==> config.mk <==
export PLATFORM = sky130hd
export DESIGN_NAME = posit_adder_arbiter
export DESIGN_NICKNAME = d
export VERILOG_FILES = /design/src/rtl/posit_adder_arbiter.sv
export SDC_FILE = /design/constraint.sdc
export NUM_CORES = 1
export LEC_CHECK = 0
export BUFFER_PORTS_ARGS = -buffer_cell sky130_fd_sc_hd__buf_4
export CAP_MARGIN = 20
export CORE_AREA = 5 5 160 162
export CTS_CLUSTER_SIZE = 12
export DETAILED_ROUTE_END_ITERATION = 8
export DIE_AREA = 0 0 165 167
export REMOVE_ABC_BUFFERS = 1
export SYNTH_ARGS = -nofsm -noshare
export SYNTH_HDL_FRONTEND = slang
export SYNTH_SLANG_ARGS = --single-unit
==> constraint.sdc <==
create_clock -name clk -period 6.7 [get_ports clk]
set_input_delay 0 -clock clk [delete_from_list [all_inputs] [get_ports clk]]
set_output_delay 0 -clock clk [all_outputs]
set_load 0.03 [all_outputs]
==> src/rtl/posit_adder_arbiter.sv <==
// posit_adder_arbiter: shares one posit adder among N_REQ requesters and routes in-order results back by tag.
module posit_adder_arbiter #(
    parameter int N_REQ     = 4,
    parameter int OP_W      = 64,
    parameter int RES_W     = 32,
    parameter int TAG_DEPTH = 4
) (
    input  logic                         clk,
    input  logic                         rst_n,
    input  logic [N_REQ-1:0]             req_rts,
    output logic [N_REQ-1:0]             req_rtr,
    input  logic [N_REQ-1:0]             req_sow,
    input  logic [N_REQ-1:0]             req_eow,
    input  logic [N_REQ*OP_W-1:0]        req_data,
    output logic                         add_rts,
    input  logic                         add_rtr,
    output logic                         add_sow,
    output logic                         add_eow,
    output logic [OP_W-1:0]              add_data,
    input  logic                         res_rts,
    output logic                         res_rtr,
    input  logic [RES_W-1:0]             res_data,
    output logic [N_REQ-1:0]             out_rts,
    input  logic [N_REQ-1:0]             out_rtr,
    output logic [RES_W-1:0]             out_data,
    output logic [$clog2(TAG_DEPTH):0]   in_flight,
    output logic                         err
);
    localparam int SW = $clog2(N_REQ);
    localparam int AW = (TAG_DEPTH > 1) ? $clog2(TAG_DEPTH) : 1;
    localparam int CW = $clog2(TAG_DEPTH) + 1;

    typedef enum logic {IDLE, LOCKED} state_t;

    state_t          r_state;
    logic [SW-1:0]   r_gnt;
    logic [SW-1:0]   r_ptr;
    logic [SW-1:0]   r_tags [TAG_DEPTH];
    logic [AW-1:0]   r_wr;
    logic [AW-1:0]   r_rd;
    logic [CW-1:0]   r_cnt;
    logic            r_err;
    logic [SW-1:0]   w_sel;
    logic [SW-1:0]   w_idx;
    logic [SW-1:0]   w_head;
    logic            w_valid;
    logic            w_full;
    logic            w_empty;
    logic            w_push;
    logic            w_pop;

    // Rotating-priority pick when idle; a locked window keeps its owner even while it stalls
    always_comb begin
        w_sel   = r_gnt;
        w_idx   = '0;
        w_valid = (r_state == LOCKED);
        if (r_state == IDLE) begin
            w_sel = r_ptr;
            for (int k = N_REQ - 1; k >= 0; k--) begin
                w_idx = SW'((int'(r_ptr) + k) % N_REQ);
                if (req_rts[w_idx]) begin
                    w_sel   = w_idx;
                    w_valid = 1'b1;
                end
            end
        end
    end

    assign w_full    = (r_cnt == CW'(TAG_DEPTH));
    assign w_empty   = (r_cnt == '0);
    assign add_rts   = req_rts[w_sel] & ~w_full;
    assign add_sow   = req_sow[w_sel];
    assign add_eow   = req_eow[w_sel];
    assign add_data  = req_data[w_sel*OP_W +: OP_W];
    assign w_push    = add_rts & add_rtr;
    assign w_head    = r_tags[r_rd];
    assign res_rtr   = out_rtr[w_head] & ~w_empty;
    assign w_pop     = res_rts & res_rtr;
    assign out_data  = res_data;
    assign in_flight = r_cnt;
    assign err       = r_err;

    // One-hot handshake fan-out: operand ready to the selected requester, result valid to the head tag
    always_comb begin
        req_rtr         = '0;
        out_rts         = '0;
        req_rtr[w_sel]  = add_rtr & ~w_full & w_valid & rst_n;
        out_rts[w_head] = res_rts & ~w_empty;
    end

    // Window FSM: a non-final beat locks the grant, a final beat releases it and advances priority
    always_ff @(posedge clk or negedge rst_n) begin
        if (!rst_n) begin
            r_state <= IDLE;
            r_gnt   <= '0;
            r_ptr   <= '0;
        end else if (w_push) begin
            if (add_eow) begin
                r_ptr   <= SW'((int'(w_sel) + 1) % N_REQ);
                r_state <= IDLE;
            end else if (r_state == IDLE) begin
                r_gnt   <= w_sel;
                r_state <= LOCKED;
            end
        end
    end

    // Tag FIFO bookkeeping and sticky error for a result arriving with nothing outstanding
    always_ff @(posedge clk or negedge rst_n) begin
        if (!rst_n) begin
            r_wr  <= '0;
            r_rd  <= '0;
            r_cnt <= '0;
            r_err <= 1'b0;
        end else begin
            if (w_push) r_wr <= r_wr + 1'b1;
            if (w_pop) r_rd <= r_rd + 1'b1;
            r_cnt <= r_cnt + CW'(w_push) - CW'(w_pop);
            if (res_rts & w_empty) r_err <= 1'b1;
        end
    end

    // Tag storage needs no reset: occupancy alone decides which entries are live
    always_ff @(posedge clk) begin
        if (w_push) r_tags[r_wr] <= w_sel;
    end
endmodule

---- Word-level counts from Yosys, hierarchy flattened ----
Memories as Yosys holds them, arrays and structs flattened.
Index checks and enable logic that the tools add are counted.
word-level totals
  flip-flop bits (word level) ............. 13
  bits in writable memories ............... 8
  output and inout port bits .............. 112
  word-level logic and storage cells ...... 79
  memories kept ........................... 1
memories
  memory  words  width  read ports  clocked after Yosys merged registers in  write ports  line  RTL
  r_tags  4      2      1           0                                        1            38    logic [SW-1:0] r_tags [TAG_DEPTH];
operators by class
  add/subtract/negate cells ............... 8
  $lt $le $gt $ge ......................... 8
  equal/unequal tests ..................... 1
  shift-type cells ........................ 1
  multiplexer cells ....................... 33
  bitwise operators ....................... 15
  reduce and logical (&&, ||, !) cells .... 5
operators with widths
  kind                                                                    number
  256-bit by 9-bit indexed part select with 64-bit output                 1
  2-bit by 3-bit < comparator with 1-bit output (second input constant)   6
  1-bit two-way mux                                                       18
  1-bit binary-select mux with 2-bit select                               8
  2-bit two-way mux                                                       5
  1-bit bitwise AND                                                       9
  2-bit by 1-bit adder with 2-bit output (second input constant)          4
  4-bit bitwise AND                                                       2
  2-bit adder (second input constant)                                     2
  1-bit demux with 2-bit select                                           2
  2-bit by 1-bit >= comparator with 1-bit output (second input constant)  2
  1-bit inverter                                                          4
  3-bit by 1-bit adder with 3-bit output                                  1
  3-bit equality test (second input constant)                             1
  3-bit zero test                                                         1
  3-bit AND reduction                                                     1
  3-bit by 1-bit subtractor with 3-bit output                             1
  1-bit logical AND                                                       2
  2-bit AND reduction                                                     1

---- Logic depth before layout (Yosys ltp) ----
Gate-level depths: netlist (run 1).
  depth after elaboration ................. 14
  mapped depth ............................ 14
  depth with buffers taken out ............ 14

---- Least setup slack after synthesis (run 1) ----
OpenSTA, ideal clock, no wires.
  path type ............................... register to register
  start ................................... register r_ptr[0]
  end ..................................... register r_cnt[2], in the netlist in_flight[2]
  data arrival time ....................... 2935 ps
  required time ........................... 6562 ps
  setup slack ............................. 3627 ps
  cell stages (with the launch flop) ...... 15
  path buffers ............................ 0
  cells stage by stage .................... dfrtp_1 nor2b_1 o21a_2 o41ai_4 inv_2 mux2i_1 a211oi_4 inv_2 ha_1 inv_1 ha_1 inv_1 fa_1 xnor2_1 xnor2_1
between the ends
  cells in the longest elaborated chain, start to end .. 14
  elaborated cells between the ends (all ways) .. 22
  those cells by class .................... add/sub (5); mux (15); bitwise (2)
ends and longest elaborated chain
  element                                          line  RTL
  start: declaration                               37    logic [SW-1:0] r_ptr;
  start signal: assignment                         99    r_ptr <= SW'((int'(w_sel) + 1) % N_REQ);
  2-bit adder                                      60    w_idx = SW'((int'(r_ptr) + k) % N_REQ);
  1-bit binary-select mux with 2-bit select        61    if (req_rts[w_idx]) begin
  1-bit two-way mux (implied by the code)          61
  2-bit two-way mux (3 in series)                  61
  2-bit two-way mux (*)                            61
  2-bit two-way mux (*)                            57    if (r_state == IDLE) begin
  1-bit binary-select mux with 2-bit select (*)    71    assign add_rts = req_rts[w_sel] & ~w_full;
  1-bit two-way mux (implied by the code) (*)      71
  1-bit bitwise AND (*)                            71
  1-bit bitwise AND (*)                            75    assign w_push = add_rts & add_rtr;
  3-bit by 1-bit adder with 3-bit output (*)       118   r_cnt <= r_cnt + CW'(w_push) - CW'(w_pop);
  3-bit by 1-bit subtractor with 3-bit output (*)  118
  end signal: assignment                           118
  end: declaration                                 41    logic [CW-1:0] r_cnt;
Every way passes the cells marked *; elsewhere a longest branch is shown, timed or not. The select of a mux whose other input is x is not followed.
A chain may end at the register's enable or synchronous reset.

---- Worst setup path after layout (run 1) ----
  start ................................... register r_ptr[0]
  end ..................................... output port add_data[41]
between the ends
  cells in the longest elaborated chain, start to end .. 9
  elaborated cells between the ends (all ways) .. 17
  those cells by class .................... add/sub (3); shift (1); mux (13)
ends and longest elaborated chain
  element                                                      line  RTL
  2-bit adder                                                  60
  1-bit binary-select mux with 2-bit select                    61
  1-bit two-way mux (implied by the code)                      61
  2-bit two-way mux (3 in series)                              61
  2-bit two-way mux (*)                                        61
  2-bit two-way mux (*)                                        57
  256-bit by 9-bit indexed part select with 64-bit output (*)  74    assign add_data = req_data[w_sel*OP_W +: OP_W];
  end: declaration                                             19    output logic [OP_W-1:0] add_data,
Marked as above.

==> results.ini, run 1 <==
[status]
status=completed

[min_path]
holdPathStages=0
min_to=out_data[15]
min_from=res_data[15]
holdCritPathClass=in2out

[clock_tree]
clock_latency_ps=260
cts_tree=yes
numCtsBuffers=3
h-tree-depth=1
clock-sinks=21
cts_resized=0
post-cts-setup-buffer-count=0
path_clk_slew_ps=60
root_buffer=clkbuf_16
clk_path_buf_depth=2
holdBufCountCts=2

[grt]
grt_remaining_overflow=0
grt_use_total=0.126
grt_max_degree=79
grt_pass1_wl_mm=27.8
antenna_found_initial=1
grt_pass1_vias=5097

[die]
boundaryPins=420
die_width_um=165
initial_core_util=0.150
rows=57
core_area_um2=24000
dieArea_um2=27600
die_y_um=167

[timing]
period_share=0.584
worst_pin_slew_ps=832
hold_viol=0
hold_slack_ps=0.0566
post-route-min-period_ps=3910
slew_violations=0
setup-violations-final=0
finalWorstSetupSlack_ps=2790
slew_headroom=0.446
fmax_ghz=0.256
rsz0062_at_grt=no
tns_ps=0
finClkSkew_ps=2.74

[detailed_routing]
ant_nets=0
drt_iter0_drc=272
firstDrtPassIters=6
drt-total-wl_mm=19.3
drc=0
vias=5120
via_per_inst=4.24
wl_per_cell_um=16.0

[final_layout]
nFillCells=2716
nets=1203
postLayoutCellArea_um2=6390
area_growth_pct=78.3
fin_util=0.267
final_cells=1208
drive_above_1_share=0.426

[worst_setup_path]
cp-end-kind=output pin
r2r_slack_ps=3140
crit_arrival_ps=3910
worstSetupStartpointType=flip-flop
reg2reg_to=in_flight[2]
crit_path_max_fanout=77
startpoint=r_ptr[0]
r2r-start=r_ptr[0]
critPathRequiredTime_ps=6700
rr_worst_depth=13
worstSetupPathType=reg2out

[yosys]
ys_async_sr_fraction=0.619
syn_inst=593
ys_ff_latch=21
synth_edf_count=8
synth.distinct_cells=48
ys_warn_count=0
netlist.area_leader.share=0.283
seq_area_frac_synth=0.158
ys_top_cells_by_area=nand2_1 (28%), a31oi_1 (12%), and3_1 (12%)
synthesis.area_um2=3590
synth_area_leader_cell=nand2_1
synthFlopType=dfrtp_1
syn_area_per_cell_um2=6.05

[power_and_ir_drop]
power.density_nw_per_um2=553
p_leak_nw=3.35
max-vdd-ir-drop_uv=287
p_total_mw=3.54

[placed_design]
pre_cts_ws_ps=3000
dp_cells=1201
dp_hpwl_mm=15.4
dpl_cell_area_um2=6290
gp_congestion=0.878
io_buffers=355

[job]
max-cap-violations=0

## flip-flops by register name, indices dropped and copies added, names as in the netlist
signal and flops:
err 1, in_flight 3, r_gnt 2, r_ptr 2, r_rd 2, r_state 1
r_tags 8, r_wr 2
## synth_stat cells, drive strengths merged, types with 2 or more instances
cell    count
nand2     271
a31oi      67
and3       66
clkbuf     38
buf        37
inv        14
dfrtp      13
ha         10
nor2        9
edfxtp      8
and2        6
mux2        5
nor2b       5
nand2b      4
nor3        4
xnor2       4
mux4        3
o21ai       3
a211oi      2
a21oi       2
a22oi       2
o41ai       2
or2         2
## logic make-up after synthesis
logic type | after synthesis | share of synthesized area
adders and majority gates | 11 | 0.0405
muxes | 9 | 0.0373
and+or+nand+nor | 369 | 0.450
buffers and inverters | 89 | 0.128
DFF | 21 | 0.158
AOI/OAI and AO/OA | 89 | 0.175
xor gates and xnor gates | 5 | 0.0122
## layout make-up
class / instances / area [um2] / area share
repair buffers: 361 / 2720 / 0.425
multi-input cells: 483 / 2570 / 0.402
flip-flops and latches: 21 / 566 / 0.0885
well taps: 324 / 405 / 0.0634
clock buffers: 3 / 75.1 / 0.0117
inverters: 14 / 55.1 / 0.00861
clock inverters: 1 / 7.51 / 0.00117
diodes: 1 / 2.50 / 0.000391
## layout by cell type, fill, tap and decap left out, types with 2 or more instances in the layout
master,n
a22oi_1,2
a31oi_1,67
and2_1,6
and3_1,66
buf_4,359
clkbuf_16,3
dfrtp_1,13
dlygate4sd3_1,2
edfxtp_1,8
ha_1,10
inv_1,11
inv_2,2
mux2_1,4
mux4_2,3
nand2_1,270
nand2b_1,4
nor2_1,9
nor2b_1,5
nor3_1,4
o21ai_0,2
xnor2_1,4
## worst max-delay path, stage by stage, from the launching register on
cell,delay (ps)
dfrtp_1,450
nand2b_1,190
a311oi_1,350
a211o_1,260
nand2_4,370
inv_4,710
buf_4,590
nand2_1,100
and3_1,180
a31oi_1,160
buf_4,190
## how the worst max path moves through the flow
stage	end	slack, ps	cells past startpoint
after floorplan	in_flight[2]	1910	14
after global placement	add_data[56]	3050	10
after detailed placement	add_data[48]	3000	10
after CTS	add_data[48]	2720	10
after global routing	add_data[54]	2410	10
final	add_data[41]	2790	10
## routing by layer
metal	up-vias	wire length (um)	track usage
met5	-	88	0.0218
met3	22	2100	0.0517
met1	2269	7680	0.155
met2	280	9090	0.205
li1	2547	-	-
met4	2	314	0.0231
## report_power, final
group,switching (mW),internal [mW],leakage [nW]
combinational,2.02,1.13,3.09
sequential,0.0615,0.199,0.225
clock,0.0485,0.0808,0.0371
total,2.13,1.41,3.35
Note: power is estimated with default switching activity, not from simulation.
==> run 2: changes to the inputs <==
--- a/config.mk
+++ b/config.mk
@@ -5,12 +5,13 @@
 export SDC_FILE = /design/constraint.sdc
 export NUM_CORES = 1
 export LEC_CHECK = 0
+export ABC_AREA = 1
 export BUFFER_PORTS_ARGS = -buffer_cell sky130_fd_sc_hd__buf_4
 export CAP_MARGIN = 20
-export CORE_AREA = 5 5 160 162
+export CORE_AREA = 5 5 161 163
 export CTS_CLUSTER_SIZE = 12
 export DETAILED_ROUTE_END_ITERATION = 8
-export DIE_AREA = 0 0 165 167
+export DIE_AREA = 0 0 166 168
 export REMOVE_ABC_BUFFERS = 1
 export SYNTH_ARGS = -nofsm -noshare
 export SYNTH_HDL_FRONTEND = slang
==> constraint.sdc (replaced) <==
create_clock -name clk -period 3.9 [get_ports clk]
set_input_delay 0 -clock clk [delete_from_list [all_inputs] [get_ports clk]]
set_output_delay 0 -clock clk [all_outputs]
set_load 0.03 [all_outputs]
==> results.ini, run 2 <==
[placed_design]
pre_cts_ws_ps=956
io_buffers=355
gp_congestion=0.924
dp_hpwl_mm=19.4

[clock_tree]
root_buffer=clkbuf_16
path_clk_slew_ps=60
clock-sinks=21
clock_latency_ps=250
numCtsBuffers=3
cts_resized=0
post-cts-setup-buffer-count=0
cts_tree=yes
clk_path_buf_depth=2
h-tree-depth=1

[final_layout]
antenna_cells=0
multi_input_area_um2=2370
fin_util=0.262
nets=1211
seqCellArea_um2=566
final_cell_mix=buf_4 (364), nor2_1 (142), o21ai_0 (115), o22ai_1 (65), nand2_1 (46)
layout_commonest_cell=buf_4
drive_above_1_share=0.450
nFillCells=2689
largest_reg_flops=8
largest_register=r_tags
area_growth_pct=78.7

[detailed_routing]
drt_iter0_drc=257
via_per_inst=4.47
firstDrtPassIters=5
wl_per_cell_um=19.2
ant_nets=0
vias=5431
drc=0
drt-total-wl_mm=23.3

[grt]
antenna_found_initial=3
grt_pass1_vias=5383
grt_remaining_overflow=0
grt_max_degree=70
grt_pass1_wl_mm=33.0
grt_use_total=0.150

[yosys]
synth_edf_count=8
yosysMostFrequentCell=nor2_1
ys_warn_count=0
syn_inst=595
synth.distinct_cells=32
seq_area_frac_synth=0.160
synth_area_leader_cell=o21ai_0
synthTopCellsByCount=nor2_1 (142), o21ai_0 (115), o22ai_1 (65)
syn_area_per_cell_um2=5.96
synthFlopType=dfrtp_1
ys_async_sr_fraction=0.619
netlist.area_leader.share=0.162
ys_ff_latch=21
ys_top_cells_by_area=o21ai_0 (16%), nor2_1 (15%), o22ai_1 (11%)
synthesis.area_um2=3540

[timing]
slew_headroom=0.521
slew_violations=0
hold_viol=0
setup-violations-final=0
period_share=0.773
post-route-min-period_ps=3010
finClkSkew_ps=3.13
worst_pin_slew_ps=718
finalWorstSetupSlack_ps=886
hold_slack_ps=0.192
tns_ps=0
rsz0062_at_grt=no
fmax_ghz=0.332

[status]
status=completed

[worst_setup_path]
worstSetupPathType=reg2out
worstSetupStartpointType=flip-flop
critPathRequiredTime_ps=3900
cp-end-kind=output pin
crit_arrival_ps=3010
crit_path_max_fanout=68

[power_and_ir_drop]
max-vdd-ir-drop_uv=635
p_leak_nw=3.09
power.density_nw_per_um2=1260

[die]
rows=57
core_area_um2=24200
die_width_um=166
dieArea_um2=27900
boundaryPins=420
die_y_um=168
initial_core_util=0.147

[min_path]
holdCritPathClass=in2out

[job]
max-cap-violations=0

run 2: cell types whose count changed after synthesis, sizes merged, moves of 5 or more:
cell,previous run,this run
inv,14,35
nor2,9,144
o22ai,0,65
nand3,0,28
buf,37,61
clkbuf,38,15
o21ai,3,133
mux2,5,0
and3,66,0
nand2,271,62
a31oi,67,0
and2,6,1
nor2b,5,0
run 2: worst max-delay path: stages (launching register included):
cell     delay, ps
dfrtp_1        540
inv_4          110
nand2_2         80
nand2_1         70
nand2_1         90
nand2_1         60
a21oi_1        110
nand2_1         70
nand4_1         90
nand2_2        100
inv_2           70
buf_4          560
o21ai_0        220
o22ai_1        310
buf_4          230
run 2: stage by stage:
| step | power [mW] | area, um2 | instances |
|---|---|---|---|
| global placement | 7.77 | 6230 | 1208 |
| floorplan | 4.95 | 3070 | 519 |
| detailed placement | 7.77 | 6230 | 1208 |
| finish | 7.98 | 6330 | 1215 |
| global route | 8.58 | 6330 | 1215 |
| CTS | 8.02 | 6330 | 1214 |
run 2: where the power goes:
part	internal [mW]	switching, mW	total [mW]
logic	2.40	4.93	7.33
registers	0.345	0.0821	0.427
clock network	0.138	0.0808	0.219
run 2: layout make-up:
type                            instances  area share
Clock inverter                          1    0.000790
Inverter                               35      0.0215
Sequential cell                        21      0.0893
Tap cell                              324      0.0640
Timing Repair Buffer                  368       0.439
Clock buffer                            3      0.0119
Multi-Input combinational cell        463       0.374
run 2: cells by family (layout without fill, tap and decap cells):
family                   after synthesis  in the layout  share of synthesized area
flip-flops                            21             21                      0.160
XOR/XNOR                               3              3                    0.00742
buffers and inverters                111            407                      0.172
adder cells (fa/ha/maj)               11             11                     0.0410
AND/OR/NAND/NOR                      244            244                      0.303
AO/OA/AOI/OAI                        205            205                      0.317
run 2: path summary, 6_finish.rpt:
kind | start | end | slack, ps | cells after the start
setup reg to reg | r_ptr[0] | in_flight[2] | 900 | 19
min in group asynchronous | rst_n | in_flight[1] | 140 | 2
max in group asynchronous | rst_n | r_rd[0] | 3590 | 2
hold / removal | res_data[15] | out_data[15] | 0.2 | 0
setup / recovery | r_ptr[0] | add_data[57] | 890 | 14
hold reg to reg | err | err | 480 | 1
run 2: timing repair:
action / CTS / global route
hold buffers: 2 / 0
setup endpoints to repair: 0 / 0
endpoints found under the hold margin: 14 / 0
run 2: per-layer routing:
layer	routed length, um	global-route usage	vias to the layer above
met5	133	0.0278	-
met4	394	0.0255	8
met3	3030	0.0839	30
met2	10200	0.226	323
met1	9580	0.189	2467
li1	-	-	2603
==> run 3: changes to the inputs <==
--- a/config.mk
+++ b/config.mk
@@ -5,13 +5,13 @@
 export SDC_FILE = /design/constraint.sdc
 export NUM_CORES = 1
 export LEC_CHECK = 0
-export ABC_AREA = 1
+export ABC_AREA = 0
 export BUFFER_PORTS_ARGS = -buffer_cell sky130_fd_sc_hd__buf_4
 export CAP_MARGIN = 20
-export CORE_AREA = 5 5 161 163
+export CORE_AREA = 5 5 160 162
 export CTS_CLUSTER_SIZE = 12
 export DETAILED_ROUTE_END_ITERATION = 8
-export DIE_AREA = 0 0 166 168
+export DIE_AREA = 0 0 165 167
 export REMOVE_ABC_BUFFERS = 1
 export SYNTH_ARGS = -nofsm -noshare
 export SYNTH_HDL_FRONTEND = slang
==> constraint.sdc (replaced) <==
create_clock -name clk -period 2.95 [get_ports clk]
set_input_delay 0 -clock clk [delete_from_list [all_inputs] [get_ports clk]]
set_output_delay 0 -clock clk [all_outputs]
set_load 0.03 [all_outputs]
==> results.ini, run 3 (synthesis gave the netlist of run 1 again) <==
[status]
status=completed

[final_layout]
nFillCells=2669
layout_commonest_cell=buf_4
largest_register=r_tags
nets=1224
drive_above_1_share=0.451
final_cell_mix=buf_4 (370), nand2_1 (270), a31oi_1 (67), and3_1 (66), dfrtp_1 (12)
postLayoutCellArea_um2=6760
area_growth_pct=88.5
largest_reg_flops=8

[worst_setup_path]
crit_arrival_ps=3030
crit_slowest_cell=dfrtp_2
cp-end-kind=flip-flop
worstPathCellList=nor2b_2, a22o_1, o41ai_4, inv_2, mux2i_4, a211oi_4, inv_2, ha_4, inv_1, ha_1, inv_1, fa_2, xnor2_2, xnor2_1
critPathRequiredTime_ps=3080
cpPeakStageDelay_ps=420
cp_top_family=compound AO/OA/AOI/OAI gates
worstSetupPathType=reg2reg
crit_buf_inv=4
crit_path_max_fanout=5
worstSetupStartpointType=flip-flop

[die]
dieArea_um2=27600
boundaryPins=420
core_area_um2=24000
rows=57
die_width_um=165
die_y_um=167
initial_core_util=0.150

[timing]
finalWorstSetupSlack_ps=50.2
setup-violations-final=0
fmax_ghz=0.345
worst_pin_slew_ps=820
rsz0062_at_grt=yes
slew_violations=0
post-route-min-period_ps=2900
finClkSkew_ps=1.65
slew_headroom=0.454
hold_viol=0
period_share=0.983

[clock_tree]
h-tree-depth=1
clock-sinks=21
path_clk_slew_ps=60
clock_latency_ps=250
root_buffer=clkbuf_16
cts_tree=yes
numCtsBuffers=3
clk_path_buf_depth=2

[power_and_ir_drop]
p_seq_frac=0.067
p_leak_nw=3.53
max-vdd-ir-drop_uv=886
p_switching_mw=5.04
power.density_nw_per_um2=1290
combinationalPowerShare=0.899
power.clock.fraction=0.033
p_int_mw=3.64
switching_share=0.581

[grt]
grt_remaining_overflow=0
antenna_found_initial=1
grt_use_total=0.126
grt_pass1_vias=5267
grt_pass1_wl_mm=28.0
grt_max_degree=73

[placed_design]
pre_cts_ws_ps=-53.8
dpl_cell_area_um2=6420
io_buffers=355
dp_hpwl_mm=15.5
gp_congestion=0.867

[detailed_routing]
drt_iter0_drc=259
vias=5346
via_per_inst=4.35
ant_nets=0
wl_per_cell_um=16.3
firstDrtPassIters=4
drc=0
drt-total-wl_mm=20.0

[min_path]
holdCritPathClass=in2out

[job]
max-cap-violations=0

==> run 3: changes by cell type in the layout (fill, tap and decap cells not counted), moves of 12 or more <==
cell / previous run / this run
o21ai_1: 18 / 1
o22ai_1: 65 / 0
nand2_1: 46 / 270
and3_1: 0 / 66
nand3_1: 23 / 0
inv_1: 31 / 11
a31oi_1: 0 / 67
nand2_2: 12 / 0
o21ai_0: 115 / 2
nor2_1: 142 / 9
==> run 3: power by group through the flow <==
stage	combinational, mW	sequential [mW]	clock [mW]
after floorplan	4.56	0.617	0
after global placement	7.43	0.577	0
after detailed placement	7.44	0.583	0
after CTS	7.56	0.579	0.298
after global routing	8.42	0.604	0.314
final	7.81	0.584	0.290
==> run 3: worst paths after layout <==
| path | startpoint | end | slack (ps) | cells past startpoint |
|---|---|---|---|---|
| setup / recovery | r_ptr[1] | in_flight[2] | 50 | 14 |
| hold / removal | res_data[15] | out_data[15] | 0.04 | 0 |
| setup reg to reg | r_ptr[1] | in_flight[2] | 50 | 14 |
| hold reg to reg | err | err | 460 | 1 |
| max in group asynchronous | rst_n | r_ptr[1] | 2620 | 2 |
| min in group asynchronous | rst_n | r_rd[1] | 140 | 2 |
==> run 3: repair_timing <==
| item | CTS | global route |
|---|---|---|
| resized for setup | 7 | 18 |
| pin swaps | 3 | 9 |
| setup buffers | 4 | 4 |
| endpoints found under the setup margin | 2 | 14 |
| cloned | 0 | 2 |
| hold buffers | 2 | 0 |
| endpoints found under the hold margin | 14 | 0 |
==> run 3: worst register-to-register path, cell delays in order (launching register included) <==
cell	delay [ps]
dfrtp_2	420
nor2b_2	70
a22o_1	280
o41ai_4	270
inv_2	110
mux2i_4	210
a211oi_4	230
inv_2	80
ha_4	230
inv_1	50
ha_1	120
inv_1	50
fa_2	370
xnor2_2	160
xnor2_1	130
==> run 3: cell type report <==
| type | count | area [um2] | share of cell area |
|---|---|---|---|
| clock buffer | 3 | 75.1 | 0.0111 |
| timing repair buffer | 382 | 2990 | 0.443 |
| tap | 324 | 405 | 0.0600 |
| clock inverter | 1 | 7.51 | 0.00111 |
| sequential | 21 | 567 | 0.0839 |
| antenna | 1 | 2.50 | 0.000370 |
| multi-input combinational | 483 | 2650 | 0.393 |
| inverter | 14 | 57.6 | 0.00852 |
==> run 3: metal layers <==
metal / up-vias / global-route usage / part of all wire
li1: 2597 / - / -
met1: 2437 / 0.149 / 0.40
met2: 280 / 0.211 / 0.47
met3: 30 / 0.0524 / 0.11
met4: 2 / 0.0235 / 0.018
met5: - / 0.0309 / 0.0047
==> run 3: stage by stage <==
| stage | TNS (ps) | utilization | power [mW] | hold WS [ps] | std cells |
|---|---|---|---|---|---|
| 2_1_floorplan | -117740 | - | 5.18 | -296 | 518 |
| 3_3_place_gp | 0 | 0.268 | 8.00 | -133 | 1213 |
| 3_5_place_dp | -53.8 | 0.268 | 8.02 | -134 | 1213 |
| 4_1_cts | 0 | 0.275 | 8.44 | 0.205 | 1223 |
| 5_1_grt | -51.2 | 0.282 | 9.34 | 0.170 | 1229 |
| 6_report | 0 | 0.282 | 8.68 | 0.0392 | 1229 |
